[config.mk]
export PLATFORM = sky130hd
export DESIGN_NAME = sysid_wait_timer
export DESIGN_NICKNAME = d
export VERILOG_FILES = /design/src/rtl/sysid_check_pkg.sv /design/src/rtl/sysid_wait_timer.sv
export SDC_FILE = /design/constraint.sdc
export NUM_CORES = 1
export LEC_CHECK = 0
export CAP_MARGIN = 20
export CORE_AREA = 2 2 39 41
export CTS_CLUSTER_SIZE = 10
export DETAILED_ROUTE_END_ITERATION = 8
export DIE_AREA = 0 0 41 43
export HOLD_SLACK_MARGIN = 0.1
export PLACE_DENSITY = 0.5
export SYNTH_ARGS = -nofsm -noshare
export SYNTH_HDL_FRONTEND = slang
export SYNTH_SLANG_ARGS = --single-unit
[constraint.sdc]
create_clock -name clock -period 1.9 [get_ports clock]
set_input_delay 0.38 -clock clock [delete_from_list [all_inputs] [get_ports clock]]
set_output_delay 0.38 -clock clock [all_outputs]
set_load 0.02 [all_outputs]
[src/rtl/sysid_check_pkg.sv]
// Shared types and constants for the system-ID boot checker.
// Optional build macro: SYSID_CHECK_TIMEOUT_EN (enables the stall timeout).
package sysid_check_pkg;

  // Check sequencer states; BOOT is the power-on/reset state.
  typedef enum logic [1:0] {
    BOOT  = 2'd0,
    RD_ID = 2'd1,
    RD_TS = 2'd2,
    DONE  = 2'd3
  } state_t;

  // Word addresses inside the sysid slave.
  localparam logic ADDR_ID = 1'b0;
  localparam logic ADDR_TS = 1'b1;

  // Default expectations for a matching FPGA image / software build.
  localparam logic [31:0] DEF_EXPECTED_ID    = 32'd0;
  localparam logic [31:0] DEF_EXPECTED_TS    = 32'd1579698382;
  localparam bit          DEF_CHECK_TS       = 1'b1;
  localparam int          DEF_TIMEOUT_CYCLES = 255;

  // Width of a counter that must hold values 0..n (at least one bit).
  function automatic int cnt_width(input int n);
    return (n < 1) ? 1 : $clog2(n + 1);
  endfunction

endpackage

[src/rtl/sysid_wait_timer.sv]
// Stall counter for the sysid checker: counts consecutive stalled read
// cycles and flags the cycle in which the limit is reached. Only
// instantiated when SYSID_CHECK_TIMEOUT_EN is defined.
module sysid_wait_timer
  import sysid_check_pkg::*;
#(
  parameter int LIMIT = DEF_TIMEOUT_CYCLES
) (
  input  logic clock,
  input  logic reset_n,
  input  logic i_clear,
  input  logic i_count_en,
  output logic o_expire
);

  localparam int           W    = cnt_width(LIMIT);
  localparam logic [W-1:0] LAST = W'(LIMIT - 1);

  logic [W-1:0] r_count;

  // Count stalled cycles; cleared whenever the sequencer changes state.
  always_ff @(posedge clock or negedge reset_n) begin
    if (!reset_n) begin
      r_count <= '0;
    end else if (i_clear) begin
      r_count <= '0;
    end else if (i_count_en) begin
      r_count <= r_count + 1'b1;
    end
  end

  // Expiry is the stalled cycle that would make the count reach LIMIT.
  assign o_expire = i_count_en && (r_count == LAST);

endmodule

==> results <==
synthesized netlist by cell type, types with 2 or more instances:
cell type                 number  share of area
sky130_fd_sc_hd__or3_1         3          0.046
sky130_fd_sc_hd__o21ai_0       3          0.036
sky130_fd_sc_hd__nor2_1        6          0.055
sky130_fd_sc_hd__nand4_1       3          0.046
sky130_fd_sc_hd__nand3_1       2          0.024
sky130_fd_sc_hd__xor2_1        3          0.064
sky130_fd_sc_hd__a21oi_1       3          0.036
sky130_fd_sc_hd__nand2_1       2          0.018
sky130_fd_sc_hd__ha_1          2          0.061
sky130_fd_sc_hd__dfrtp_1       8           0.49
metrics by stage:
stage	hold slack [ns]	util	total power, mW	setup TNS (ns)
2_1_floorplan	0.0844	-	0.201	0
3_3_place_gp	0.542	0.349	0.219	-0.135
3_5_place_dp	0.567	0.349	0.221	-0.149
4_1_cts	0.419	0.364	0.357	0
5_1_grt	0.420	0.364	0.373	0
6_report	0.397	0.364	0.353	0
area by class of cell:
| class | count | area, sq um | area share |
|---|---|---|---|
| sequential | 8 | 200 | 0.397 |
| multi-input combinational | 30 | 196 | 0.390 |
| timing repair buffer | 7 | 61.3 | 0.122 |
| clock buffer | 3 | 22.5 | 0.0447 |
| tap | 16 | 20.0 | 0.0397 |
| inverter | 1 | 3.75 | 0.00744 |
worst max-delay path, stage by stage:
cell and delay (ns):
sky130_fd_sc_hd__clkdlybuf4s50_1 0.47, sky130_fd_sc_hd__nand4_1 0.09, sky130_fd_sc_hd__nor2_1 0.10, sky130_fd_sc_hd__dlygate4sd2_1 0.33
power breakdown:
| part | total [mW] | switching [mW] | leakage [nW] | internal, mW |
|---|---|---|---|---|
| clock | 0.135 | 0.0620 | 0.0138 | 0.0726 |
| sequential | 0.178 | 0.00334 | 0.110 | 0.175 |
| combinational | 0.0403 | 0.0214 | 0.0965 | 0.0189 |
| total | 0.353 | 0.0867 | 0.220 | 0.266 |
timing repair:
item                                   in CTS  in global routing
resized for setup                           1                  0
endpoints found under the hold margin       0                  0
hold buffers                                0                  0
setup endpoints to repair                   1                  0
cell families (layout without fill, tap and decap cells):
kind of cell | after synthesis | count (layout)
simple gates | 17 | 17
flops | 8 | 8
compound gates | 7 | 7
xor+xnor | 4 | 4
buf+inv | 3 | 11
fa+ha+maj | 2 | 2
cells in the final DEF (no fill, tap or decap):
master / instances
sky130_fd_sc_hd__dfrtp_1: 8
sky130_fd_sc_hd__nor2_1: 6
sky130_fd_sc_hd__nand4_1: 3
sky130_fd_sc_hd__xor2_1: 3
sky130_fd_sc_hd__o21ai_0: 3
sky130_fd_sc_hd__or3_1: 3
sky130_fd_sc_hd__a21oi_1: 3
sky130_fd_sc_hd__clkbuf_4: 3
sky130_fd_sc_hd__clkdlybuf4s50_1: 3
sky130_fd_sc_hd__buf_4: 3
sky130_fd_sc_hd__nand2_1: 2
sky130_fd_sc_hd__nand3_1: 2
sky130_fd_sc_hd__ha_1: 2
sky130_fd_sc_hd__inv_1: 1
sky130_fd_sc_hd__a211oi_1: 1
sky130_fd_sc_hd__xnor2_1: 1
sky130_fd_sc_hd__nand4_4: 1
sky130_fd_sc_hd__dlygate4sd2_1: 1
worst min-delay path by stage:
stage / startpoint / to / slack (ns)
after floorplan: reset_n / r_count[0] / 0.08
after global routing: reset_n / r_count[7] / 0.42
after detailed placement: r_count[1] / r_count[1] / 0.57
final: reset_n / r_count[7] / 0.40
after CTS: reset_n / r_count[3] / 0.42
after global placement: r_count[6] / r_count[6] / 0.54
routing by layer:
metal  track usage  vias to the layer above
met5             0                        -
met1         0.115                      164
met3        0.0471                        4
li1              -                      161
met4         0.140                        0
met2         0.209                        6
==> run_results.csv <==
group,metric,value,unit
grt,first_global_vias,318,
finish,antenna-diode-count,0,
critical_path,timing_worst_setup_path_type,"input pin to output pin",
synthesis,yosysWarnings,0,
routing,route.met3.wl,22,um
die,chipWidth,41,um
sta,min_period_over_period,0.926,
synthesis,synth_flop_cell,"sky130_fd_sc_hd__dfrtp_1",
routing,wl,839,um
critical_path,crit_arrival,1.38,ns
sta,clock-skew-final,0.00229,ns
power,power_density,700,mW/mm^2
finish,final.fill_count,142,
finish,nets,57,
grt,globalRoute.totalOverflow,0,
sta,worst_slew_margin_rel,0.760,
clocking,clock_tree_from_tritoncts,"built",
placed_design,global_placement_routability_congestion,0.656,
critical_path,reg2reg_slack,0.59,ns
synthesis,synthMuxAreaShare,0,
sta,finalHoldViolations,0,
die,io_pins,5,
finish,largest_register_ffs,8,
routing,via_count,335,
clocking,maximum_root_to_sink_buffer_count,2,
routing,detailedRoute.firstPassIterationCount,4,
placed_design,port_buffers,4,
die,fp.dieArea,0.00176,sq mm
routing,detail_route_antenna_nets,0,
critical_path,rr_startpoint,"r_count[0]",
die,core_area,0.00138,sq mm
clocking,cts.sink_count,8,
run_status,status,"complete, no violations",
synthesis,ffs_w_async_s_r_synth,1.00,
die,floorplan.rows,14,
sta,worst_slack,0.140,ns
clocking,worstSkewPairLatency,0.26,ns
clocking,setup_bufs_post_cts,0,
routing,drt_drc_violations_left,0,
synthesis,synth_cell_type_count,16,
clocking,cts-root-buf,"sky130_fd_sc_hd__clkbuf_4",
routing,first_iter_violations,6,
finish,max_flop_register,"r_count",
synthesis,synth_area,412,sq um
clocking,numCtsBuffers,3,
synthesis,syn-mean-instance-area,10.0,sq um
finish,layout-drive-gt1-share,0.143,
finish,top_regs,"r_count: 8 flops",
sta,finalSetupViolCount,0,
synthesis,synthSimpleGateAreaFrac,0.240,
critical_path,crit_path_start,"i_count_en",
routing,drt-met1-wl,319,um
clocking,clkSlewWorstSetupHoldPaths,0.06,ns
critical_path,r2r_cells,5,
finish,synthToLayoutAreaGrowth,22.5,%
synthesis,yosys.area_share.xor_xnor,0.0851,
critical_path,timing.critical_path.required,1.52,ns
critical_path,kind_of_start_point_of_the_critical_path,"input pin",
die,floorplan.initialDensity,0.297,
synthesis,synth_edf_count,0,
grt,grt_max_degree,9,
synthesis,dominant_combinational_cell_family_by_area_after_synthesis,"simple AND/OR/NAND/NOR gates",
die,die-height,43,um
synthesis,seq_area_frac_synth,0.486,
critical_path,r2r_end,"r_count[6]",
routing,wl_per_cell,12.9,um
power,static-leakage-power,0.220,nW
critical_path,cp_max_fo,2,
grt,grt.total_usage,0.133,
synthesis,syn-num-nets,47,
flow_run,cap_violations,0,
min_path,worst_hold_path_type,"input pin to asynchronous set/reset pin",
placed_design,dpl_cell_area,483,sq um
sta,timing.fmax,0.568,GHz
power,worst_ir_drop_vdd,0.167,mV
clocking,cts_htree_levels,1,
finish,count_of_non_filler_cells_in_the_finished_layout,65,
placed_design,dp_hpwl,631,um
critical_path,crit_path_end,"o_expire",
sta,worst_pin_slew,0.359,ns
sta,grt_setup_unrepaired,"false",
placed_design,place_worst_setup_slack,-0.149,ns
sta,finalWorstPathRequiredPeriod,1.76,ns
synthesis,synthesis.instances,41,
sta,slew_viol_final,0,
placed_design,dpl_cells,62,
synthesis,synth-compound-area-share,0.0912,
grt,grt_antenna_before_repair,0,
routing,dr.max_layer_used,"met4",
critical_path,crit_path_end_kind,"output pin",
synthesis,yosys.area_share.adder,0.0608,
finish,layout.cell_area.non_filler,504,sq um
synthesis,ys_ff_latch,8,
grt,wire_length_of_the_first_global_routing_pass,1390,um
routing,detail_route.vias_per_cell,5.15,
routing,met2_wirelength,458,um
No activity file was read; power rests on OpenSTA's default activity.
